$ cat src/rtl/gray_pkg.sv
// gray_pkg: definitions shared by the Gray counter receive side and its benches.
//   state_t    - tracker FSM encoding (IDLE / TRACK / FAULT)
//   S0..S7     - the 3-bit Gray sequence in counting order
package gray_pkg;

  typedef enum logic [1:0] {
    ST_IDLE  = 2'b00,
    ST_TRACK = 2'b01,
    ST_FAULT = 2'b10
  } state_t;

  localparam logic [2:0] S0 = 3'b000;
  localparam logic [2:0] S1 = 3'b001;
  localparam logic [2:0] S2 = 3'b011;
  localparam logic [2:0] S3 = 3'b010;
  localparam logic [2:0] S4 = 3'b110;
  localparam logic [2:0] S5 = 3'b111;
  localparam logic [2:0] S6 = 3'b101;
  localparam logic [2:0] S7 = 3'b100;

endpackage

$ cat src/rtl/gray_tracker_if.sv
// gray_tracker_if: bundle between a Gray count source and the tracker.
//   master modport (source / bench): drives Valid, Gray, Clear; observes status.
//   slave modport (gray_tracker):    samples Valid, Gray, Clear; drives
//     Binary, Step, Wrap, Overflow, WrapCount, Locked, Error.
interface gray_tracker_if #(
  parameter int W     = 3,
  parameter int CNT_W = 8
);
  logic             Valid;
  logic [W-1:0]     Gray;
  logic             Clear;
  logic [W-1:0]     Binary;
  logic             Step;
  logic             Wrap;
  logic             Overflow;
  logic [CNT_W-1:0] WrapCount;
  logic             Locked;
  logic             Error;

  modport master (
    output Valid, Gray, Clear,
    input  Binary, Step, Wrap, Overflow, WrapCount, Locked, Error
  );

  modport slave (
    input  Valid, Gray, Clear,
    output Binary, Step, Wrap, Overflow, WrapCount, Locked, Error
  );
endinterface

$ cat src/rtl/gray2bin.sv
// gray2bin: combinational Gray-to-binary converter.
//   gray   - W-bit Gray-coded input
//   binary - W-bit binary equivalent
// Each binary bit is the XOR of all Gray bits at or above its position, which
// avoids a bit-to-bit dependency chain inside one vector.
module gray2bin #(
  parameter int W = 3
) (
  input  logic [W-1:0] gray,
  output logic [W-1:0] binary
);

  for (genvar gi = 0; gi < W; gi++) begin : g_bit
    assign binary[gi] = ^gray[W-1:gi];
  end

endmodule

$ cat src/rtl/gray_tracker.sv
// gray_tracker: decoder and integrity monitor for a sampled Gray counter.
//   Clk    - clock, all logic on posedge
//   Reset  - synchronous, active-low
//   bus    - gray_tracker_if slave:
//            Valid/Gray sample strobe and word, Clear restarts tracking;
//            Binary last accepted value, Step/Wrap one-cycle pulses,
//            Overflow sticky wrap flag, WrapCount saturating wrap count,
//            Locked while tracking, Error after an illegal transition.
module gray_tracker
  import gray_pkg::*;
#(
  parameter int W     = 3,
  parameter int CNT_W = 8
) (
  input  logic           Clk,
  input  logic           Reset,
  gray_tracker_if.slave  bus
);

  localparam logic [W-1:0]     BIN_MAX = '1;
  localparam logic [CNT_W-1:0] CNT_MAX = '1;

  state_t           state_reg, state_next;
  logic [W-1:0]     binary_reg, binary_next;
  logic             step_reg, step_next;
  logic             wrap_reg, wrap_next;
  logic             overflow_reg, overflow_next;
  logic [CNT_W-1:0] wrap_count_reg, wrap_count_next;
  logic             locked_reg, locked_next;
  logic             error_reg, error_next;

  logic [W-1:0]     bin_new;
  logic [W-1:0]     delta;

  gray2bin #(.W(W)) u_gray2bin (
    .gray   (bus.Gray),
    .binary (bin_new)
  );

  // Binary always equals the previous accepted sample, so it doubles as the
  // reference for the step check. Subtraction wraps modulo 2^W.
  assign delta = bin_new - binary_reg;

  always_comb begin
    state_next      = state_reg;
    binary_next     = binary_reg;
    step_next       = 1'b0;
    wrap_next       = 1'b0;
    overflow_next   = overflow_reg;
    wrap_count_next = wrap_count_reg;

    if (bus.Clear) begin
      // Binary is intentionally kept; a Valid in this cycle is dropped.
      state_next      = ST_IDLE;
      overflow_next   = 1'b0;
      wrap_count_next = '0;
    end else begin
      case (state_reg)
        ST_IDLE: begin
          if (bus.Valid) begin
            binary_next = bin_new;
            state_next  = ST_TRACK;
          end
        end
        ST_TRACK: begin
          if (bus.Valid) begin
            if (delta == '0) begin
              // hold: nothing changes
            end else if (delta == W'(1)) begin
              binary_next = bin_new;
              step_next   = 1'b1;
              if (binary_reg == BIN_MAX) begin
                wrap_next     = 1'b1;
                overflow_next = 1'b1;
                if (wrap_count_reg != CNT_MAX) begin
                  wrap_count_next = wrap_count_reg + CNT_W'(1);
                end
              end
            end else begin
              state_next = ST_FAULT;
            end
          end
        end
        ST_FAULT: begin
          // frozen until Clear
        end
        default: state_next = ST_IDLE;
      endcase
    end

    locked_next = (state_next == ST_TRACK);
    error_next  = (state_next == ST_FAULT);
  end

  always_ff @(posedge Clk) begin
    if (!Reset) begin
      state_reg      <= ST_IDLE;
      binary_reg     <= '0;
      step_reg       <= 1'b0;
      wrap_reg       <= 1'b0;
      overflow_reg   <= 1'b0;
      wrap_count_reg <= '0;
      locked_reg     <= 1'b0;
      error_reg      <= 1'b0;
    end else begin
      state_reg      <= state_next;
      binary_reg     <= binary_next;
      step_reg       <= step_next;
      wrap_reg       <= wrap_next;
      overflow_reg   <= overflow_next;
      wrap_count_reg <= wrap_count_next;
      locked_reg     <= locked_next;
      error_reg      <= error_next;
    end
  end

  assign bus.Binary    = binary_reg;
  assign bus.Step      = step_reg;
  assign bus.Wrap      = wrap_reg;
  assign bus.Overflow  = overflow_reg;
  assign bus.WrapCount = wrap_count_reg;
  assign bus.Locked    = locked_reg;
  assign bus.Error     = error_reg;

endmodule
$ cat src/flat_wrapper.sv
// flat-port wrapper written by rule: the top's interface ports become plain ports
module gray_tracker_flat import gray_pkg::*;
#(
  parameter int W     = 3,
  parameter int CNT_W = 8
)
  (Clk, Reset, bus_Valid, bus_Gray, bus_Clear, bus_Binary, bus_Step, bus_Wrap, bus_Overflow, bus_WrapCount, bus_Locked, bus_Error);
  gray_tracker_if #(.W(W), .CNT_W(CNT_W)) bus_i ();
  input  logic Clk;
  input  logic Reset;
  input wire logic [$bits(bus_i.Valid)-1:0] bus_Valid;
  input wire logic [$bits(bus_i.Gray)-1:0] bus_Gray;
  input wire logic [$bits(bus_i.Clear)-1:0] bus_Clear;
  output wire logic [$bits(bus_i.Binary)-1:0] bus_Binary;
  output wire logic [$bits(bus_i.Step)-1:0] bus_Step;
  output wire logic [$bits(bus_i.Wrap)-1:0] bus_Wrap;
  output wire logic [$bits(bus_i.Overflow)-1:0] bus_Overflow;
  output wire logic [$bits(bus_i.WrapCount)-1:0] bus_WrapCount;
  output wire logic [$bits(bus_i.Locked)-1:0] bus_Locked;
  output wire logic [$bits(bus_i.Error)-1:0] bus_Error;
  assign bus_i.Valid = bus_Valid;
  assign bus_i.Gray = bus_Gray;
  assign bus_i.Clear = bus_Clear;
  assign bus_Binary = bus_i.Binary;
  assign bus_Step = bus_i.Step;
  assign bus_Wrap = bus_i.Wrap;
  assign bus_Overflow = bus_i.Overflow;
  assign bus_WrapCount = bus_i.WrapCount;
  assign bus_Locked = bus_i.Locked;
  assign bus_Error = bus_i.Error;
  gray_tracker #(.W(W), .CNT_W(CNT_W)) u_core (.Clk(Clk), .Reset(Reset), .bus(bus_i));
endmodule
$ cat config.mk
export PLATFORM = sky130hd
export DESIGN_NAME = gray_tracker_flat
export DESIGN_NICKNAME = d
export VERILOG_FILES = /design/src/rtl/gray_pkg.sv /design/src/rtl/gray_tracker_if.sv /design/src/rtl/gray2bin.sv /design/src/rtl/gray_tracker.sv /design/src/flat_wrapper.sv
export SDC_FILE = /design/constraint.sdc
export NUM_CORES = 1
export LEC_CHECK = 0
export CORE_MARGIN = 2
export CORE_UTILIZATION = 42
export DETAILED_ROUTE_END_ITERATION = 8
export GPL_TIMING_DRIVEN = 0
export HOLD_SLACK_MARGIN = 0.02
export PLACE_DENSITY_LB_ADDON = 0.1
export SYNTH_ARGS = -nofsm -noshare
export SYNTH_HDL_FRONTEND = slang
export SYNTH_SLANG_ARGS = --single-unit
export TNS_END_PERCENT = 50
$ cat constraint.sdc
create_clock -name Clk -period 2.7 [get_ports Clk]
set_input_delay 0.675 -clock Clk [delete_from_list [all_inputs] [get_ports Clk]]
set_output_delay 0.675 -clock Clk [all_outputs]
set_load 0.005 [all_outputs]
# Word-level counts from Yosys, hierarchy flattened
# Cells that the tools add are included.
word_totals:
  out_inout_bits: 16
  reg_bits: 18
  elab_cells: 51
  input_bits: 7
op_classes:
  n_reduce_logical: 11
  n_eq_ne: 11
  n_addsub: 2
  n_bitwise: 6
  muxes: 13
op_table:
  columns: ["operator", "count"]
  rows:
  - ["2-to-1 mux 3 bit", 4]
  - ["AND reduction 6 bit", 2]
  - ["2-to-1 mux 2 bit", 5]
  - ["adder 8 x 1 -> 8 bit (second input constant)", 1]
  - ["inequality test 8 bit (second input constant)", 1]
  - ["inequality test 2 bit (second input constant)", 3]
  - ["inverter 1 bit", 6]
  - ["one-hot mux 2 bit (3 select lines)", 1]
  - ["one-hot mux 3 bit (2 select lines)", 1]
  - ["OR reduction 6 bit", 1]
  - ["AND reduction 5 bit", 1]
  - ["OR reduction 5 bit", 1]
  - ["equality test 2 x 1 -> 1 bit (second input constant)", 2]
  - ["equality test 2 bit (second input constant)", 2]
  - ["equality test 3 x 1 -> 1 bit (second input constant)", 1]
  - ["equality test 3 bit (second input constant)", 1]
  - ["zero test 3 bit", 1]
  - ["XOR reduction 3 bit", 1]
  - ["subtractor 3 bit", 1]
  - ["zero test 2 bit", 1]
  - ["2-to-1 mux 1 bit", 2]
  - ["inequality test 2 x 1 -> 1 bit (second input constant)", 1]
  - ["nonzero test 2 bit", 1]
  - ["OR reduction 2 bit", 1]
  - ["XOR reduction 2 bit", 1]

# Depth between registers and ports, before layout
# Gate-level depths: netlist of the first run.
depth:
  depth_word: 9
  mapped_depth: 10
  mapped_depth_nobuf: 9

# By module
# Synthesis of the first run repeated with hierarchy kept, for this count alone.
unflattened:
  hier_cells: 102
  hier_area_um2: 907.1
by_module_without_submodules:
  columns: ["mod", "cells_each", "n_inst", "area_per_inst_um2", "seq_area_each_um2"]
  rows:
  - ["gray_tracker", 99, 1, 867.1, 360.3]
  - ["gray2bin", 3, 1, 40.0, 0.0]

# Worst setup path after synthesis of the first run
# OpenSTA, ideal clock, no wires.
synth_path:
  kind: "input to register"
  startpoint: "input port bus_Gray[2]"
  endpoint: "register u_core.wrap_count_reg[7], in the netlist u_core.bus.WrapCount[7]"
  setup_time_ps: 71
  slack_ps: -59
  t_required_ps: 2629
  n_path_buf: 1
  cell_stages: 10
  t_arrival_ps: 2689
  path_cell_list: "xor2_1 -> xnor2_1 -> ha_1 -> inv_1 -> fa_1 -> nor2_1 -> nand4_2 -> buf_2 -> or3_1 -> a21oi_1"
synth_via:
  elab_chain_len: 5
  elab_cells_between_ends: 7
  classes_between: "add/sub: 1; eq/ne: 1; bitwise: 1; reduce/logical: 4"
synth_lines:
  columns: ["item", "line", "source"]
  rows:
  - ["start, declared", "flat_wrapper.sv:12", "input wire logic [$bits(bus_i.Gray)-1:0] bus_Gray;"]
  - ["XOR reduction 3 bit or XOR reduction 2 bit (tied branches)", "gray2bin.sv:14", "assign binary[gi] = ^gray[W-1:gi];"]
  - ["subtractor 3 bit *", "gray_tracker.sv:42", "assign delta = bin_new - binary_reg;"]
  - ["zero test 3 bit", "gray_tracker.sv:67", "if (delta == '0) begin"]
  - ["inverter 1 bit (no source line)", null, null]
  - ["AND reduction 6 bit (no source line) *", null, null]
  - ["end signal, assigned", "gray_tracker.sv:111", "wrap_count_reg <= wrap_count_next;"]
  - ["end, declared", "gray_tracker.sv:28", "logic [CNT_W-1:0] wrap_count_reg, wrap_count_next;"]
# Mark *: on every way between the ends. The rest lies on a longest branch, timed or not.
# A chain may end at the register's enable or synchronous reset.

# Worst setup path after layout of the first run
layout_path:
  startpoint: "input port bus_Gray[1]"
  endpoint: "register u_core.wrap_count_reg[7], in the netlist u_core.bus.WrapCount[7]"
layout_via:
  elab_chain_len: 5
  elab_cells_between_ends: 7
  classes_between: "add/sub: 1; eq/ne: 1; bitwise: 1; reduce/logical: 4"
layout_lines:
  columns: ["item", "line", "source"]
  rows:
  - ["XOR reduction 2 bit *", "gray2bin.sv:14", null]
  - ["net u_core.bin_new[1]", "gray_tracker.sv:32", "logic [W-1:0] bin_new;"]
  - ["subtractor 3 bit *", "gray_tracker.sv:42", null]
  - ["zero test 3 bit", "gray_tracker.sv:67", null]
  - ["inverter 1 bit (no source line)", null, null]
  - ["AND reduction 6 bit (no source line) *", null, null]
# The timed path passes the listed nets; every way through them passes the cells marked *.

==> results.md, run 1 <==
### Status
- complete, no violations — status

### STA
- 0 — setup violation total in the final timing report
- 0 — number of pins exceeding their max-slew limit in the final report
- 0 ns — sum of negative setup slack
- 385 MHz — maximum clock frequency
- 65.1% — relative max-transition margin
- no — unrepaired setup endpoints after global routing
- 96.1% — period utilization
- 0.00120 ns — largest clock skew in the final design
- 2.60 ns — Final min period
- 0.520 ns — slew at the pin with the worst max-slew slack
- 0 — final hold violations
- 0.105 ns — least setup slack across all paths after layout

### Global routing
- 792 — vias in the first global route
- 3580 um — wire length of the first global-routing pass
- 18.6% — GRT Resource Usage Total
- 0 — antenna violations before repair
- 0 — overall overflow remaining after global route
- 11 — pin count of the biggest net entering global routing

### Place
- 1530 um — placed wire-length estimate
- -1.01 ns — setup slack after placement
- 22 — Port-buffer cells
- 0.857 — global placer's final weighted congestion
- 1170 um2 — Placement Cell Area

### Route
- 0 — post-detailed-route DRC marker count
- 5.50 — number of vias per cell
- 0 — post-route ant nets
- 5 — number of detailed-route iterations in the first pass
- 13.3 um — Routed WL per cell
- 10 — detailed router's first-iteration violation count
- 2090 um — routed wire length
- 864 — vias after detailed routing

### Die
- 23 — Boundary Pins
- 45.3% — Starting Density
- 50.4 um — die outline width
- 50.4 um — Die H
- 2540 um2 — die outline area
- 2000 um2 — total core area
- 16 — number of rows in the core area

### Yosys
- 100 — Syn Inst Count
- 39.8% — fraction of the yosys area taken by sequential cells
- 37 — Netlist cell types
- 110 — syn nets
- 0 — total number of yosys warnings
- 0% — async set-reset flop share out of synthesis
- 0 — Post-synth EDFFs
- 9.06 um2 — Post-Synthesis Mean Instance Area
- 18 — Synth Register Bits
- 906 um2 — total standard cell area after synthesis
- sky130_fd_sc_hd__dfxtp_1 — primary flip-flop cell chosen by synthesis mapping

### CTS
- 1 — deepest level of the CTS H-tree
- 3 — number of buffers added by the clock tree synthesis step
- 0.29 ns — worst-skew pair later-pin latency
- 18 — clock net sink count
- 0 — Hold-fix buffers, CTS
- sky130_fd_sc_hd__clkbuf_4 — buffer cell driving the clock tree root
- 0.09 ns — clock input transition at the sequential cells of the worst setup and hold paths
- 2 — maximum buffer depth of the clock tree
- built — TritonCTS clock tree

### Layout
- 0 — ant diodes
- sky130_fd_sc_hd__clkdlybuf4s50_1 (19), sky130_fd_sc_hd__dfxtp_1 (18), sky130_fd_sc_hd__a21oi_1 (9) — commonest cells after routing, fill and taps aside
- sky130_fd_sc_hd__clkdlybuf4s50_1 — most frequent standard cell in the layout excluding fill and tap cells
- 8 — max FFs per register
- 1280 um2 — final std cell area, no fill
- 186 — Filler cells
- 41.7% — P&R area growth vs syn
- 141 — NumNets Final
- 17.7% — layout cell share with drive strength beyond 1

### Critical path
- primary input — Worst setup SP type
- 0.58 ns — Register-to-Register Setup Slack
- 2.83 ns — Arr. time, crit path
- 8 — largest fanout on the critical path
- flip-flop — endpoint class of the critical path
- u_core.bus.Binary[0]$_SDFFE_PN0P_ — worst r2r src
- 2.93 ns — worst path required time
- bus_Gray[1] — Critical Path Source
- primary input to flip-flop — startpoint-to-endpoint class of the critical path

### Run
- 0 — max-cap viol count

### Power
- 0.466 nW — leak pwr
- 0.000249 V — worst ir drop on vdd
- 422 nW/um2 — total power divided by cell area

### Hold path
- flip-flop to flip-flop — classification of the worst-slack hold path
- u_core.bus.Overflow$_SDFFE_PP0P_ — worst hold path startpoint

## cells in the mapped netlist, drive strengths merged, types with 2 or more instances
master / number / share of area [%]
dfxtp: 18 / 40
clkbuf: 2 / 0.83
a311oi: 2 / 1.9
inv: 4 / 1.7
nor3: 3 / 1.7
o31ai: 5 / 4.1
nand4: 2 / 2.1
nand2: 5 / 2.1
and3: 2 / 1.4
nor2: 7 / 2.9
or2: 2 / 1.4
ha: 2 / 2.8
o21ai: 4 / 2.2
nand2b: 2 / 1.4
a21oi: 10 / 5.5
nor2b: 2 / 1.4
or3: 2 / 1.4
or4: 3 / 2.5
nand3: 6 / 3.3
## power breakdown
part | leakage, nW | total, mW | switching, mW | internal [mW]
sequential | 0.146 | 0.276 | 0.00523 | 0.270
clock | 0.0210 | 0.163 | 0.0806 | 0.0823
combinational | 0.299 | 0.103 | 0.0515 | 0.0512
total | 0.466 | 0.541 | 0.137 | 0.404
## cells by family after synthesis
kind of cell	count (synthesis)	share of synthesized area (%)
AND/OR/NAND/NOR	40	24.6
multiplexers	1	1.11
buffers and inverters	7	3.04
adder cells (fa/ha/maj)	3	4.97
AO/OA/AOI/OAI	27	19.3
XOR/XNOR	4	7.18
flip-flops	18	39.8
## through the flow
stage | total power [mW] | utilization [%] | instances | hold WS [ns]
6_report | 0.541 | 64.1 | 157 | 0.448
5_1_grt | 0.569 | 64.1 | 157 | 0.483
4_1_cts | 0.547 | 64.1 | 157 | 0.453
3_5_place_dp | 0.363 | 58.3 | 149 | 0.439
3_3_place_gp | 0.361 | 58.3 | 149 | 0.434
2_1_floorplan | 0.331 | - | 100 | 0.442
## worst paths after layout
| path | depth (start not counted) | end |
|---|---|---|
| setup reg to reg | 8 | u_core.bus.WrapCount[7]$_SDFFE_PP0P_ |
| setup / recovery | 11 | u_core.bus.WrapCount[7]$_SDFFE_PP0P_ |
| hold reg to reg | 2 | u_core.bus.Overflow$_SDFFE_PP0P_ |
| hold / removal | 2 | u_core.bus.Overflow$_SDFFE_PP0P_ |
## repair_timing
| item | in CTS | in global routing |
|---|---|---|
| gates resized for setup | 24 | 0 |
| setup buffers | 4 | 0 |
| setup endpoints to repair | 18 | 8 |
| pin swaps | 9 | 1 |
## layout make-up
cell class / count / area [um2] / area share [%]
repair buffers: 26 / 244 / 19.0
flip-flops and latches: 18 / 360 / 28.1
plain buffers: 3 / 18.8 / 1.46
inverters: 4 / 15.0 / 1.17
clock buffers: 4 / 36.3 / 2.83
well taps: 27 / 33.8 / 2.63
multi-input cells: 75 / 576 / 44.8
## metal layers
layer	vias up	track usage [%]	part of all wire [%]
met5	-	0	0
met4	0	5.41	0.62
met3	2	5.65	5.4
met2	25	28.3	49
met1	405	25.4	45
li1	432	-	-
## worst max-delay path: stages
cell and delay (ns):
sky130_fd_sc_hd__buf_4 0.13, sky130_fd_sc_hd__xor2_4 0.19, sky130_fd_sc_hd__xnor2_2 0.18, sky130_fd_sc_hd__ha_2 0.20
sky130_fd_sc_hd__inv_2 0.04, sky130_fd_sc_hd__fa_2 0.36, sky130_fd_sc_hd__xor3_2 0.27, sky130_fd_sc_hd__nand4_4 0.14
sky130_fd_sc_hd__buf_6 0.17, sky130_fd_sc_hd__or3_1 0.36, sky130_fd_sc_hd__a21oi_2 0.12
(Power assumes the default switching activity.)
==> run 2: changes to the inputs <==
--- a/config.mk
+++ b/config.mk
@@ -6,12 +6,14 @@
 export NUM_CORES = 1
 export LEC_CHECK = 0
 export CORE_MARGIN = 2
-export CORE_UTILIZATION = 42
+export CORE_UTILIZATION = 45
+export CTS_BUF_LIST = sky130_fd_sc_hd__clkbuf_4 sky130_fd_sc_hd__clkbuf_8
 export DETAILED_ROUTE_END_ITERATION = 8
 export GPL_TIMING_DRIVEN = 0
 export HOLD_SLACK_MARGIN = 0.02
 export PLACE_DENSITY_LB_ADDON = 0.1
 export SYNTH_ARGS = -nofsm -noshare
 export SYNTH_HDL_FRONTEND = slang
+export SYNTH_HIERARCHICAL = 1
 export SYNTH_SLANG_ARGS = --single-unit
 export TNS_END_PERCENT = 50
==> run 2 against run 1 <==
Compared with the run above: sequential power about the same; worst setup slack worse by 0.10 ns; synthesized cell count up 2.0%; first-iteration DRC count up 60%; critical path type unchanged; largest power group unchanged.
==> results.md, run 2 <==
### Global routing
- 0 — antenna violations before repair
- 19.2% — GRT Resource Usage Total
- 11 — pin count of the biggest net entering global routing
- 0 — overall overflow remaining after global route
- 3640 um — wire length of the first global-routing pass
- 834 — vias in the first global route

### Yosys
- sky130_fd_sc_hd__dfxtp_1 — primary flip-flop cell chosen by synthesis mapping
- 907 um2 — total standard cell area after synthesis
- sky130_fd_sc_hd__dfxtp_1 — most area-hungry cell type in the Yosys netlist
- 112 — syn nets
- 0% — async set-reset flop share out of synthesis
- sky130_fd_sc_hd__dfxtp_1 (40%), sky130_fd_sc_hd__xor3_1 (5.2%), sky130_fd_sc_hd__nand3_1 (5.0%) — Area contributors post-synth
- 0 — Post-synth EDFFs
- 6 — total number of yosys warnings
- 8.89 um2 — Post-Synthesis Mean Instance Area
- sky130_fd_sc_hd__dfxtp_1 — most instantiated library cell after synthesis
- 33 — Netlist cell types
- 102 — Syn Inst Count
- 39.7% — fraction of the yosys area taken by sequential cells
- 39.7% — share of the synthesized area in the top cell type
- 18 — Synth Register Bits
- sky130_fd_sc_hd__dfxtp_1 (18), sky130_fd_sc_hd__nand3_1 (9), sky130_fd_sc_hd__a21oi_1 (8), sky130_fd_sc_hd__nor2_1 (8), sky130_fd_sc_hd__o21ai_0 (7) — ranking of synthesized cells by instance count

### Critical path
- u_core/bus.Binary[0]$_SDFFE_PN0P_ — worst r2r src
- 2.87 ns — Arr. time, crit path
- u_core/bus.WrapCount[2]$_SDFFE_PP0P_ — RR Endpoint
- flip-flop — endpoint class of the critical path
- primary input — Worst setup SP type
- 5 — largest fanout on the critical path
- 2.88 ns — worst path required time
- 7 — length in cells of the worst reg-to-reg path
- 0.53 ns — Register-to-Register Setup Slack
- primary input to flip-flop — startpoint-to-endpoint class of the critical path

### Place
- 0.820 — global placer's final weighted congestion
- 1490 um — placed wire-length estimate
- 22 — Port-buffer cells
- -0.710 ns — setup slack after placement

### CTS
- 1 — deepest level of the CTS H-tree
- 0.28 ns — worst-skew pair later-pin latency
- 2 — maximum buffer depth of the clock tree
- 0.10 ns — clock input transition at the sequential cells of the worst setup and hold paths
- built — TritonCTS clock tree
- 18 — clock net sink count
- sky130_fd_sc_hd__clkbuf_4 — buffer cell driving the clock tree root
- 3 — number of buffers added by the clock tree synthesis step

### Power
- 31.7% — part of the total power dissipated in the clock network
- 52.9% — sequential group share of total power
- 0.123 mW — net load switching power
- 0.394 mW — internal power
- 15.4% — proportion of power drawn by combinational gates
- 405 nW/um2 — total power divided by cell area
- 23.7% — switching part of the total power
- 0.000292 V — worst ir drop on vdd
- 0.479 nW — leak pwr

### Die
- 1920 um2 — total core area
- 48.9 um — die outline width
- 16 — number of rows in the core area
- 48.9 um — Die H
- 47.2% — Starting Density
- 23 — Boundary Pins
- 2390 um2 — die outline area

### Route
- 5.56 — number of vias per cell
- 2150 um — routed wire length
- 4 — number of detailed-route iterations in the first pass
- 0 — post-detailed-route DRC marker count
- 878 — vias after detailed routing
- 0 — post-route ant nets
- 16 — detailed router's first-iteration violation count
- 13.6 um — Routed WL per cell

### STA
- 0 — number of pins exceeding their max-slew limit in the final report
- 0.000489 ns — least setup slack across all paths after layout
- 0 — final hold violations
- 0.00131 ns — largest clock skew in the final design
- 72.3% — relative max-transition margin
- 2.70 ns — Final min period
- 0 — setup violation total in the final timing report
- 100% — period utilization
- 0 ns — sum of negative setup slack
- 370 MHz — maximum clock frequency
- yes — unrepaired setup endpoints after global routing
- 0.416 ns — slew at the pin with the worst max-slew slack

### Hold path
- u_core/bus.Overflow$_SDFFE_PP0P_ — worst hold path startpoint
- 2 — cell depth of the worst hold path
- u_core/bus.Overflow$_SDFFE_PP0P_ — end point of the most critical hold path
- flip-flop to flip-flop — classification of the worst-slack hold path

### Layout
- 40.6% — P&R area growth vs syn
- 8 — max FFs per register
- 0 — ant diodes
- 14.5% — layout cell share with drive strength beyond 1
- sky130_fd_sc_hd__clkdlybuf4s50_1 — most frequent standard cell in the layout excluding fill and tap cells
- sky130_fd_sc_hd__clkdlybuf4s50_1 (19), sky130_fd_sc_hd__dfxtp_1 (18), sky130_fd_sc_hd__nand3_1 (9), sky130_fd_sc_hd__nor2_1 (8), sky130_fd_sc_hd__a21oi_1 (8) — commonest cells after routing, fill and taps aside
- 142 — NumNets Final

### Status
- complete, no violations — status

### Run
- 0 — max-cap viol count

-- run 2: cell count changes after synthesis, sizes merged, moves of 3 or more --
cell,previous run,this run
o21ai,4,7
o31ai,5,2
and3,2,5
nand3,6,9
-- run 2: how the worst max path moves through the flow --
stage | from | cells after the start | endpoint | slack, ns
floorplan | bus_Gray[1] | 9 | u_core/bus.WrapCount[2]$_SDFFE_PP0P_ | -0.05
global placement | bus_Gray[1] | 10 | u_core/bus.WrapCount[2]$_SDFFE_PP0P_ | -0.68
detailed placement | bus_Gray[1] | 10 | u_core/bus.WrapCount[2]$_SDFFE_PP0P_ | -0.71
CTS | bus_Gray[2] | 9 | u_core/bus.WrapCount[4]$_SDFFE_PP0P_ | -0.05
global route | bus_Gray[2] | 10 | u_core/bus.WrapCount[0]$_SDFFE_PP0P_ | -0.12
finish | bus_Gray[2] | 10 | u_core/bus.WrapCount[2]$_SDFFE_PP0P_ | 0.0005
-- run 2: layout make-up --
class	count	area [um2]
Tap cell	27	33.8
Timing Repair Buffer	25	236
Sequential cell	18	360
Inverter	4	15.0
Buffer	5	31.3
Multi-Input combinational cell	75	562
Fill cell	168	647
Clock buffer	4	36.3
-- run 2: critical path: stages --
cell and delay [ns]:
sky130_fd_sc_hd__buf_6 0.09, sky130_fd_sc_hd__xor3_1 0.38, sky130_fd_sc_hd__inv_1 0.05, sky130_fd_sc_hd__ha_2 0.16, sky130_fd_sc_hd__fa_1 0.50, sky130_fd_sc_hd__and4bb_1 0.23
sky130_fd_sc_hd__nand4_1 0.22, sky130_fd_sc_hd__buf_6 0.23, sky130_fd_sc_hd__o311ai_4 0.23, sky130_fd_sc_hd__o41ai_2 0.11
-- run 2: power by group through the flow --
stage / Clock, mW / Sequential, mW / Combinational (mW)
floorplan: 0 / 0.279 / 0.0465
global placement: 0 / 0.280 / 0.0733
detailed placement: 0 / 0.280 / 0.0742
CTS: 0.169 / 0.274 / 0.0786
global route: 0.186 / 0.274 / 0.0897
finish: 0.164 / 0.273 / 0.0796
-- run 2: logic make-up (layout without fill, tap and decap cells) --
family	count (synthesis)	after routing	synth area share [%]
adder cells (fa/ha/maj)	3	3	4.97
AND/OR/NAND/NOR	41	41	25.1
multiplexers	1	1	1.10
AO/OA/AOI/OAI	26	26	17.5
XOR/XNOR	4	4	7.17
buffers and inverters	9	38	4.41
flip-flops	18	18	39.7
-- run 2: repair_timing --
item                                    in CTS  in global routing
gates cloned                                 1                  0
setup buffers                                2                  0
endpoints found under the setup margin      15                  7
pin swaps                                    5                  4
hold buffers                                 0                  0
resized for setup                           14                  4
endpoints found under the hold margin        0                  0
-- run 2: stage by stage --
stage | power [mW] | std cells | util [%] | instance area [um2] | hold slack [ns]
floorplan | 0.326 | 102 | - | 916 | 0.465
global placement | 0.353 | 151 | 60.9 | 1170 | 0.454
global route | 0.550 | 158 | 66.3 | 1270 | 0.521
CTS | 0.522 | 158 | 64.9 | 1250 | 0.499
detailed placement | 0.354 | 151 | 60.9 | 1170 | 0.476
finish | 0.517 | 158 | 66.3 | 1270 | 0.486
-- run 2: routing by layer --
| metal | up-vias | part of all wire [%] | global-route usage, % |
|---|---|---|---|
| met5 | - | 0 | 0 |
| met4 | 0 | 0.61 | 5.71 |
| met2 | 23 | 54 | 35.8 |
| met1 | 416 | 42 | 22.2 |
| li1 | 437 | - | - |
| met3 | 2 | 4.1 | 3.07 |
==> run 3: changes to the inputs <==
--- a/config.mk
+++ b/config.mk
@@ -8,6 +8,7 @@
 export CORE_MARGIN = 2
 export CORE_UTILIZATION = 45
 export CTS_BUF_LIST = sky130_fd_sc_hd__clkbuf_4 sky130_fd_sc_hd__clkbuf_8
+export CTS_CLUSTER_SIZE = 16
 export DETAILED_ROUTE_END_ITERATION = 8
 export GPL_TIMING_DRIVEN = 0
 export HOLD_SLACK_MARGIN = 0.02
==> results of run 3 <==
Same layout as run 2: the final DEF is identical, and so are final timing and power.
